[config.mk]
export PLATFORM = sky130hd
export DESIGN_NAME = ring_meas_ctrl_flat
export DESIGN_NICKNAME = d
export VERILOG_FILES = /design/src/rtl/ring_ctrl_pkg.sv /design/src/rtl/ring_meas_ctrl_if.sv /design/src/rtl/ring_meas_ctrl_sync_edge.sv /design/src/rtl/ring_meas_ctrl.sv /design/src/flat_wrapper.sv
export SDC_FILE = /design/constraint.sdc
export NUM_CORES = 1
export LEC_CHECK = 0
export CAP_MARGIN = 20
export CORE_MARGIN = 5
export CORE_UTILIZATION = 45
export DETAILED_ROUTE_END_ITERATION = 12
export GPL_TIMING_DRIVEN = 0
export PLACE_DENSITY = 0.67
export SKIP_CTS_REPAIR_TIMING = 1
export SYNTH_ARGS = -nofsm -noshare
export SYNTH_HDL_FRONTEND = slang
export SYNTH_HIERARCHICAL = 1
export SYNTH_SLANG_ARGS = --single-unit
export TNS_END_PERCENT = 1
[constraint.sdc]
create_clock -name clk -period 2.6 [get_ports clk]
set_input_delay 0.26 -clock clk [delete_from_list [all_inputs] [get_ports clk]]
set_output_delay 0.26 -clock clk [all_outputs]
set_load 0.005 [all_outputs]
[src/rtl/ring_ctrl_pkg.sv]
// Shared types and sizing helpers for the ring oscillator measurement sequencer.
package ring_ctrl_pkg;

    typedef enum logic [2:0] {
        IDLE,
        RING_RST,
        SETTLE,
        MEASURE,
        DONE
    } ring_meas_state_t;

    // One down-counter serves every timed state, so it must hold the largest reload value.
    function automatic int timer_w(input int gate_w, input int rst_cyc, input int settle_cyc);
        int w;
        w = gate_w;
        if ($clog2(rst_cyc) > w) w = $clog2(rst_cyc);
        if ($clog2(settle_cyc) > w) w = $clog2(settle_cyc);
        return w + 1;
    endfunction

endpackage

[src/rtl/ring_meas_ctrl_if.sv]
// Control/readout bundle between system logic (master) and the measurement sequencer (slave).
interface ring_meas_ctrl_if #(
    parameter int CNT_W  = 24,
    parameter int GATE_W = 24
);
    logic              start;
    logic              abort;
    logic [GATE_W-1:0] gate_len;
    logic              osc_div;
    logic              ring_rst;
    logic              busy;
    logic              done;
    logic [CNT_W-1:0]  count;
    logic              ovf;

    modport master (
        output start, abort, gate_len, osc_div,
        input  ring_rst, busy, done, count, ovf
    );

    modport slave (
        input  start, abort, gate_len, osc_div,
        output ring_rst, busy, done, count, ovf
    );
endinterface

[src/rtl/ring_meas_ctrl_sync_edge.sv]
// Two-flop synchronizer plus delay flop for an async ring tap; rise is high one clk cycle per edge.
// Latency: an input edge appears on rise two to three clk edges later; no backpressure.
module sync_edge (
    input  logic clk,
    input  logic rst,
    input  logic d,
    output logic rise
);
    logic meta;
    logic sync;
    logic sync_d;

    always_ff @(posedge clk or negedge rst) begin
        if (!rst) begin
            meta   <= 1'b0;
            sync   <= 1'b0;
            sync_d <= 1'b0;
        end else begin
            meta   <= d;
            sync   <= meta;
            sync_d <= sync;
        end
    end

    assign rise = sync & ~sync_d;
endmodule

[src/rtl/ring_meas_ctrl.sv]
// Resets the ring, waits for it to settle, then counts osc_div rising edges over gate_len clk cycles.
// Latency: done RST_CYC+SETTLE_CYC+gate_len cycles after start accept; start while busy is dropped.
module ring_meas_ctrl
    import ring_ctrl_pkg::*;
#(
    parameter int CNT_W      = 24,
    parameter int GATE_W     = 24,
    parameter int RST_CYC    = 16,
    parameter int SETTLE_CYC = 256
) (
    input logic            clk,
    input logic            rst,
    ring_meas_ctrl_if.slave bus
);
    localparam int               TW      = timer_w(GATE_W, RST_CYC, SETTLE_CYC);
    localparam logic [CNT_W-1:0] CNT_MAX = '1;

    ring_meas_state_t  state_q;
    ring_meas_state_t  state_d;
    logic [TW-1:0]     timer_q;
    logic [TW-1:0]     timer_ld;
    logic [GATE_W-1:0] gate_q;
    logic [CNT_W-1:0]  count_q;
    logic              ovf_q;
    logic              osc_rise;
    logic              accept;

    sync_edge u_sync_edge (
        .clk  (clk),
        .rst  (rst),
        .d    (bus.osc_div),
        .rise (osc_rise)
    );

    always_ff @(posedge clk or negedge rst) begin
        if (!rst) state_q <= IDLE;
        else      state_q <= state_d;
    end

    // Abort outranks every transition, including the MEASURE -> DONE step.
    always_comb begin
        state_d = state_q;
        if (state_q != IDLE && bus.abort) begin
            state_d = IDLE;
        end else begin
            case (state_q)
                IDLE:     if (bus.start && !bus.abort) state_d = RING_RST;
                RING_RST: if (timer_q == '0) state_d = SETTLE;
                SETTLE:   if (timer_q == '0) state_d = (gate_q == '0) ? DONE : MEASURE;
                MEASURE:  if (timer_q == '0) state_d = DONE;
                DONE:     state_d = IDLE;
                default:  state_d = IDLE;
            endcase
        end
    end

    always_comb begin
        bus.ring_rst = 1'b1;
        bus.busy     = (state_q != IDLE);
        bus.done     = 1'b0;
        case (state_q)
            SETTLE, MEASURE: bus.ring_rst = 1'b0;
            DONE:            bus.done     = 1'b1;
            default:         bus.ring_rst = 1'b1;
        endcase
    end

    // Reload holds N-1 so that a state lasts exactly N cycles before the timer hits zero.
    always_comb begin
        timer_ld = '0;
        case (state_d)
            RING_RST: timer_ld = TW'(RST_CYC - 1);
            SETTLE:   timer_ld = TW'(SETTLE_CYC - 1);
            MEASURE:  timer_ld = TW'(gate_q) - TW'(1);
            default:  timer_ld = '0;
        endcase
    end

    always_ff @(posedge clk or negedge rst) begin
        if (!rst) begin
            timer_q <= '0;
        end else if (state_d != state_q) begin
            timer_q <= timer_ld;
        end else if (timer_q != '0) begin
            timer_q <= timer_q - TW'(1);
        end
    end

    assign accept = (state_q == IDLE) && (state_d == RING_RST);

    always_ff @(posedge clk or negedge rst) begin
        if (!rst) begin
            gate_q  <= '0;
            count_q <= '0;
            ovf_q   <= 1'b0;
        end else if (accept) begin
            gate_q  <= bus.gate_len;
            count_q <= '0;
            ovf_q   <= 1'b0;
        end else if (state_q == MEASURE && !bus.abort && osc_rise) begin
            if (count_q == CNT_MAX) ovf_q   <= 1'b1;
            else                    count_q <= count_q + CNT_W'(1);
        end
    end

    assign bus.count = count_q;
    assign bus.ovf   = ovf_q;
endmodule

[src/flat_wrapper.sv]
// flat-port wrapper written by rule: the top's interface ports become plain ports
module ring_meas_ctrl_flat import ring_ctrl_pkg::*;
#(
    parameter int CNT_W      = 24,
    parameter int GATE_W     = 24,
    parameter int RST_CYC    = 16,
    parameter int SETTLE_CYC = 256
)
  (clk, rst, bus_start, bus_abort, bus_gate_len, bus_osc_div, bus_ring_rst, bus_busy, bus_done, bus_count, bus_ovf);
  ring_meas_ctrl_if #(.CNT_W(CNT_W), .GATE_W(GATE_W)) bus_i ();
  input logic clk;
  input logic rst;
  input wire logic [$bits(bus_i.start)-1:0] bus_start;
  input wire logic [$bits(bus_i.abort)-1:0] bus_abort;
  input wire logic [$bits(bus_i.gate_len)-1:0] bus_gate_len;
  input wire logic [$bits(bus_i.osc_div)-1:0] bus_osc_div;
  output wire logic [$bits(bus_i.ring_rst)-1:0] bus_ring_rst;
  output wire logic [$bits(bus_i.busy)-1:0] bus_busy;
  output wire logic [$bits(bus_i.done)-1:0] bus_done;
  output wire logic [$bits(bus_i.count)-1:0] bus_count;
  output wire logic [$bits(bus_i.ovf)-1:0] bus_ovf;
  assign bus_i.start = bus_start;
  assign bus_i.abort = bus_abort;
  assign bus_i.gate_len = bus_gate_len;
  assign bus_i.osc_div = bus_osc_div;
  assign bus_ring_rst = bus_i.ring_rst;
  assign bus_busy = bus_i.busy;
  assign bus_done = bus_i.done;
  assign bus_count = bus_i.count;
  assign bus_ovf = bus_i.ovf;
  ring_meas_ctrl #(.CNT_W(CNT_W), .GATE_W(GATE_W), .RST_CYC(RST_CYC), .SETTLE_CYC(SETTLE_CYC)) u_core (.clk(clk), .rst(rst), .bus(bus_i));
endmodule
==> run metrics, run 1 <==
minimum clock period 2520 ps; simple-gate share of the synthesized area 30.7%; vias per cell 5.47; max frequency 397 MHz; worst vdd ir 0.000435 V; # rows 37; total number of yosys warnings 6; DRT iter0 DRCs 168; DP Cell Count 704; GRT Overall Usage 19.4%; Slowest-stage cell, CP or4_4; dpl cell area 5410 µm²; Yosys reg bits 80; share of post-route cells with drive strength above 1 11.3%; Max stage delay on crit path 590 ps; Slew HR 56.5%; via count 3,941; Remaining DRCs 0; core box area 10,200 µm²; ANT nets after route 0; syn_area_per_cell 9.11 µm²; Clock transition at path regs 90 ps; total gr overflow 0; CP max FO 8; Clock Latency Late Sink 360 ps; cell area power density 970 nW/µm²; mux share of post-synthesis cell area 1.72%; fin area 5680 µm²; RSZ-0062 raised after global routing true; final worst-path cycle share 96.8%; vias in the first global route 4,034; starting density of the core 45.5%; total leakage power 2.37 nW; highest-count cells in the layout ignoring fill and taps nand2_1, dfrtp_1, clkdlybuf4s50_1; status finished clean; Layout area overhead 21.9%; final setup margin 84.2 ps; arrival time worst endpoint 2800 ps; FFs w/ async S/R, synth 100%; adder-cell area share of the yosys netlist 0.806%; pre-CTS WS -210 ps; largest family of logic cells by synthesized area simple AND/OR/NAND/NOR gates; compound-gate portion of the synthesized area 9.73%; first-pass detailed-route iteration total 5; WL/cell 16.1 µm; Post-DP HPWL 8.70 mm; startpoint types flop; Post-Synth XOR/XNOR Area 10.7%; IO Pins 57; initial antenna violation count 0; global-route wire length before repair 19.7 mm; Bufs on Longest Clock Path 2; Seq/Total Area, Yosys 43.0%; CTS sink count 80; pin count of the biggest net entering global routing 42; Post-synth EDFFs 0; Post-Syn Nets 543; Final Setup Violations 0; Critical Path RT 2880 ps; final non-filler cell total 721; Clock Root Buffer clkbuf_8; Final Max Slew Viols 0; Layout Nets 612; die area 12,500 µm²; synthesized area 4660 µm²; CTS tree built; crit path cell chain or4_4 -> nor4b_4 -> and2_2 -> nand3_2 -> or2_0 -> buf_6 -> o22ai_2; ANT cells 0; Top FF cell, synth dfrtp_1; DRT Wirelength 11.6 mm; Final Hold Fails 0; die height 112 µm; Final GP Congestion 0.883; port bufs 56; Worst Skew 10.0 ps; CTS HTree Levels 3; commonest non-fill, non-tap cell in the layout nand2_1; total CTS buffers 9; Distinct cells, synth 66; Worst Path Class, Setup reg2reg; # Max-Cap Violations 0; DIE WIDTH 112 µm; Mapped Cells 511; min-delay worst type in2reg; Worst-Margin Slew 647 ps; CP endpoint kind flop
[path summary, 6_finish.rpt]
path | start | endpoint | slack (ps) | cells after the start
worst min-delay path | bus_osc_div | u_core/u_sync_edge/meta | 340 | 1
max in group asynchronous | rst | u_core/bus.count[22] | 1570 | 3
worst max-delay path | u_core/timer_q[21] | u_core/timer_q[16] | 80 | 7
worst max register to register | u_core/timer_q[21] | u_core/timer_q[16] | 80 | 7
min in group asynchronous | rst | u_core/gate_q[21] | 420 | 2
worst min register to register | u_core/u_sync_edge/meta | u_core/u_sync_edge/sync | 350 | 0
[logic make-up after synthesis]
kind of cell               count (synthesis)
and+or+nand+nor                          273
DFF                                       80
muxes                                      8
AOI/OAI and AO/OA                         60
adders and majority gates                  3
xor gates and xnor gates                  57
buffers and inverters                     30
[cell usage after synthesis (2+ instances only)]
| cell type | instances | area, µm² |
|---|---|---|
| a211oi_1 | 3 | 22.5 |
| a21oi_1 | 9 | 45.0 |
| a21oi_2 | 2 | 17.5 |
| a22oi_1 | 3 | 22.5 |
| a31oi_1 | 3 | 18.8 |
| and2_1 | 3 | 18.8 |
| and3_1 | 4 | 25.0 |
| and4_1 | 5 | 43.8 |
| buf_1 | 2 | 7.51 |
| buf_2 | 3 | 15.0 |
| buf_4 | 2 | 15.0 |
| buf_6 | 4 | 45.0 |
| clkbuf_1 | 8 | 30.0 |
| dfrtp_1 | 80 | 2000 |
| ha_1 | 3 | 37.5 |
| inv_1 | 11 | 41.3 |
| mux2i_1 | 8 | 80.1 |
| nand2_1 | 110 | 413 |
| nand2_2 | 3 | 18.8 |
| nand2b_1 | 3 | 18.8 |
| nand3_1 | 9 | 45.0 |
| nand4_1 | 9 | 56.3 |
| nand4b_1 | 2 | 17.5 |
| nor2_1 | 49 | 184 |
| nor2b_1 | 2 | 12.5 |
| nor3_1 | 16 | 80.1 |
| nor3b_1 | 3 | 22.5 |
| nor4_1 | 19 | 119 |
| nor4_4 | 3 | 63.8 |
| nor4b_1 | 3 | 26.3 |
| o211ai_1 | 2 | 15.0 |
| o21ai_0 | 10 | 50.1 |
| o22ai_1 | 9 | 56.3 |
| o22ai_2 | 8 | 100 |
| or2_2 | 2 | 12.5 |
| or3_1 | 7 | 43.8 |
| or4_1 | 3 | 22.5 |
| or4_4 | 3 | 33.8 |
| xnor2_1 | 39 | 342 |
| xor2_1 | 18 | 158 |
[report_power, final]
group	switching (W)	total (W)	internal, W
sequential	0.000438	0.00202	0.00158
clock	0.000459	0.00102	0.000562
combinational	0.00138	0.00247	0.00109
total	0.00228	0.00550	0.00323
[metrics by stage]
stage / utilization, % / power (W) / setup TNS, ps / hold slack [ps]
2_1_floorplan: - / 0.00377 / 0 / -35.6
3_3_place_gp: 52.7 / 0.00436 / -131870 / 337
3_5_place_dp: 52.8 / 0.00443 / -3770 / 280
4_1_cts: 55.0 / 0.00547 / -3820 / -113
5_1_grt: 55.5 / 0.00589 / -69.5 / 312
6_report: 55.5 / 0.00550 / 0 / 338
[flip-flops by register name, summed over array words and instances (netlist names)]
signal,cells
u_core/bus.ovf,1
u_core/state_q,3
u_core/u_sync_edge/meta,1
u_core/bus.count,24
u_core/u_sync_edge/sync_d,1
u_core/timer_q,25
u_core/gate_q,24
u_core/u_sync_edge/sync,1
[area by class of cell]
cell class	instances	area [µm²]
well taps	136	170
clock buffers	10	138
repair buffers	58	588
inverters	11	41.3
clock inverters	6	82.6
fillers	909	4560
flip-flops and latches	80	2000
multi-input cells	401	2540
plain buffers	19	113
[worst max-delay path: cells and delay by family, from the launching register on]
| family | cells | cell delay, ps |
|---|---|---|
| AO/OA/AOI/OAI | 1 | 100 |
| buffers and inverters | 1 | 160 |
| flip-flops | 1 | 410 |
| AND/OR/NAND/NOR | 5 | 1770 |
[layer usage]
layer	track usage, %	routed length (µm)	vias to the layer above
met2	30.2	5460	111
met5	0	0	-
li1	-	-	1929
met3	2.88	435	23
met1	26.2	5370	1878
met4	9.89	317	0
Power figures use the tool's default switching activity.
==> run 2: changes to the inputs <==
--- a/config.mk
+++ b/config.mk
@@ -10,10 +10,10 @@
 export CORE_UTILIZATION = 45
 export DETAILED_ROUTE_END_ITERATION = 12
 export GPL_TIMING_DRIVEN = 0
-export PLACE_DENSITY = 0.67
+export PLACE_DENSITY = 0.72
 export SKIP_CTS_REPAIR_TIMING = 1
 export SYNTH_ARGS = -nofsm -noshare
 export SYNTH_HDL_FRONTEND = slang
 export SYNTH_HIERARCHICAL = 1
 export SYNTH_SLANG_ARGS = --single-unit
-export TNS_END_PERCENT = 1
+export TNS_END_PERCENT = 50
==> run 2 against run 1 <==
Effect of this change:
- die area unchanged
- register-to-register slack better by 20 ps
- final area up 0.93%
- combinational power up 4%
- largest power group unchanged
- critical path type unchanged
- fmax up 0.91%
- clock skew down 1.8 ps
- sequential share of layout area down 0.32 points
- routed wire length up 2.3%
- sequential power about the same
- hold slack worse by 3.6 ps
- power up 1.6%
- sequential cell count unchanged
==> run metrics, run 2 (synthesis gave the netlist of run 1 again) <==
Critical Path RT 2840 ps (was 2880 ps); GR met3 Demand/Resource 2.34% (was 2.88%); final setup margin 107 ps (was 84.2 ps); worst vdd ir 0.000508 V (was 0.000435 V); delay-heaviest family, CP simple AND/OR/NAND/NOR gates (unchanged); WL/cell 16.4 µm (was 16.1 µm); CTS HTree Levels 3 (unchanged); DIE WIDTH 112 µm (unchanged); commonest non-fill, non-tap cell in the layout nand2_1 (unchanged); clock share of power 18.0% (was 18.5%); P_sw 0.00231 W (was 0.00228 W); ANT nets after route 0 (unchanged); DRT Wirelength 11.8 mm (was 11.6 mm); CTS tree built (unchanged); Final Max Slew Viols 0 (unchanged); core box area 10,200 µm² (unchanged); switching share of total power 41.3% (was 41.4%); DRT iter0 DRCs 235 (was 168); GRT Overall Usage 19.6% (was 19.4%); share of post-route cells with drive strength above 1 12.1% (was 11.3%); min-delay worst type in2reg (unchanged); Slew HR 61.9% (was 56.5%); Final Setup Violations 0 (unchanged); first-pass detailed-route iteration total 5 (unchanged); Core Util, Final 56.0% (was 55.5%); CP endpoint kind flop (unchanged); WP buf/inv 1 (unchanged); die height 112 µm (unchanged); Max stage delay on crit path 530 ps (was 590 ps); Clock Root Buffer clkbuf_8 (unchanged); Worst Skew 8.23 ps (was 10.0 ps); DP Cell Count 704 (unchanged); ANT cells 0 (unchanged); total leakage power 2.40 nW (was 2.37 nW); Layout area overhead 23.0% (was 21.9%); pre-CTS WS -374 ps (was -210 ps); final non-filler cell total 724 (was 721); pin count of the biggest net entering global routing 49 (was 42); global-route wire length before repair 20.1 mm (was 19.7 mm); vias in the first global route 4,044 (was 4,034); Final GP Congestion 0.914 (was 0.883); highest-count cells in the layout ignoring fill and taps nand2_1, dfrtp_1, clkdlybuf4s50_1 (unchanged); port bufs 56 (unchanged); IO Pins 57 (unchanged); status finished clean (unchanged); total CTS buffers 9 (unchanged); startpoint types flop (unchanged); starting density of the core 45.5% (unchanged); Sequential Power Share 36.2% (was 36.6%); # Max-Cap Violations 0 (unchanged); Worst-Margin Slew 566 ps (was 647 ps); arrival time worst endpoint 2730 ps (was 2800 ps); Int Pwr 0.00328 W (was 0.00323 W); crit path cell chain nand4_1 -> or3_1 -> nor4_4 -> buf_2 -> nor4_1 -> xnor2_1 -> nor2_1 (was or4_4 -> nor4b_4 -> and2_2 -> nand3_2 -> or2_0 -> buf_6 -> o22ai_2); cell area power density 976 nW/µm² (was 970 nW/µm²); CP max FO 10 (was 8); minimum clock period 2490 ps (was 2520 ps); Clock Latency Late Sink 360 ps (about the same); grt met2 use 31.1% (was 30.2%); max frequency 401 MHz (was 397 MHz); initial antenna violation count 0 (unchanged); final worst-path cycle share 95.9% (was 96.8%); # rows 37 (unchanged); Post-DP HPWL 8.57 mm (was 8.70 mm); GRT Max-Usage Layer met2 (unchanged); Remaining DRCs 0 (unchanged); Largest Register u_core/timer_q (unchanged); Layout Nets 615 (was 612); Final Hold Fails 0 (unchanged); Hold WS 335 ps (was 338 ps); max reg flops 25 (unchanged); Comb power frac 45.8% (was 44.8%); die area 12,500 µm² (unchanged); via count 3,955 (was 3,941); total gr overflow 0 (unchanged); CTS sink count 80 (unchanged); Bufs on Longest Clock Path 2 (unchanged); Worst Path Class, Setup reg2reg (unchanged); M1 GR Usage 27.1% (was 26.2%); vias per cell 5.46 (was 5.47); Slowest-stage cell, CP nor4_4 (was or4_4); Clock transition at path regs 80 ps (was 90 ps)
-- run 2: final timing paths --
path	start	end	slack, ps	cells past startpoint
worst max register to register	u_core/bus.count[15]	u_core/bus.count[6]	110	7
worst min register to register	u_core/u_sync_edge/meta	u_core/u_sync_edge/sync	350	0
min in group asynchronous	rst	u_core/gate_q[22]	390	2
worst max-delay path	u_core/bus.count[15]	u_core/bus.count[6]	110	7
max in group asynchronous	rst	u_core/state_q[0]	1620	3
worst min-delay path	bus_osc_div	u_core/u_sync_edge/meta	330	1
-- run 2: layout make-up --
| class | count | area [µm²] |
|---|---|---|
| fillers | 889 | 4500 |
| multi-input cells | 401 | 2570 |
| flip-flops and latches | 80 | 2000 |
| repair buffers | 61 | 618 |
| clock buffers | 14 | 183 |
| well taps | 136 | 170 |
| plain buffers | 19 | 113 |
| inverters | 11 | 41.3 |
| clock inverters | 2 | 35.0 |
-- run 2: routing by layer --
layer / vias to the layer above / wire [µm]
li1: 1929 / -
met1: 1916 / 5400
met2: 97 / 5780
met3: 13 / 442
met4: 0 / 218
met5: - / 0
-- run 2: power by group through the flow --
stage | logic, W | clock network [W] | registers [W]
global placement | 0.00233 | 0 | 0.00198
detailed placement | 0.00239 | 0 | 0.00201
floorplan | 0.00186 | 0 | 0.00191
global route | 0.00280 | 0.00108 | 0.00209
finish | 0.00256 | 0.00101 | 0.00203
CTS | 0.00241 | 0.00102 | 0.00199
-- run 2: through the flow --
step | setup TNS [ps] | area [µm²] | total power, W
4_1_cts | -8100 | 5630 | 0.00542
5_1_grt | -41.2 | 5730 | 0.00596
2_1_floorplan | 0 | 4660 | 0.00377
3_5_place_dp | -8090 | 5410 | 0.00440
6_report | 0 | 5730 | 0.00559
3_3_place_gp | -129050 | 5390 | 0.00432
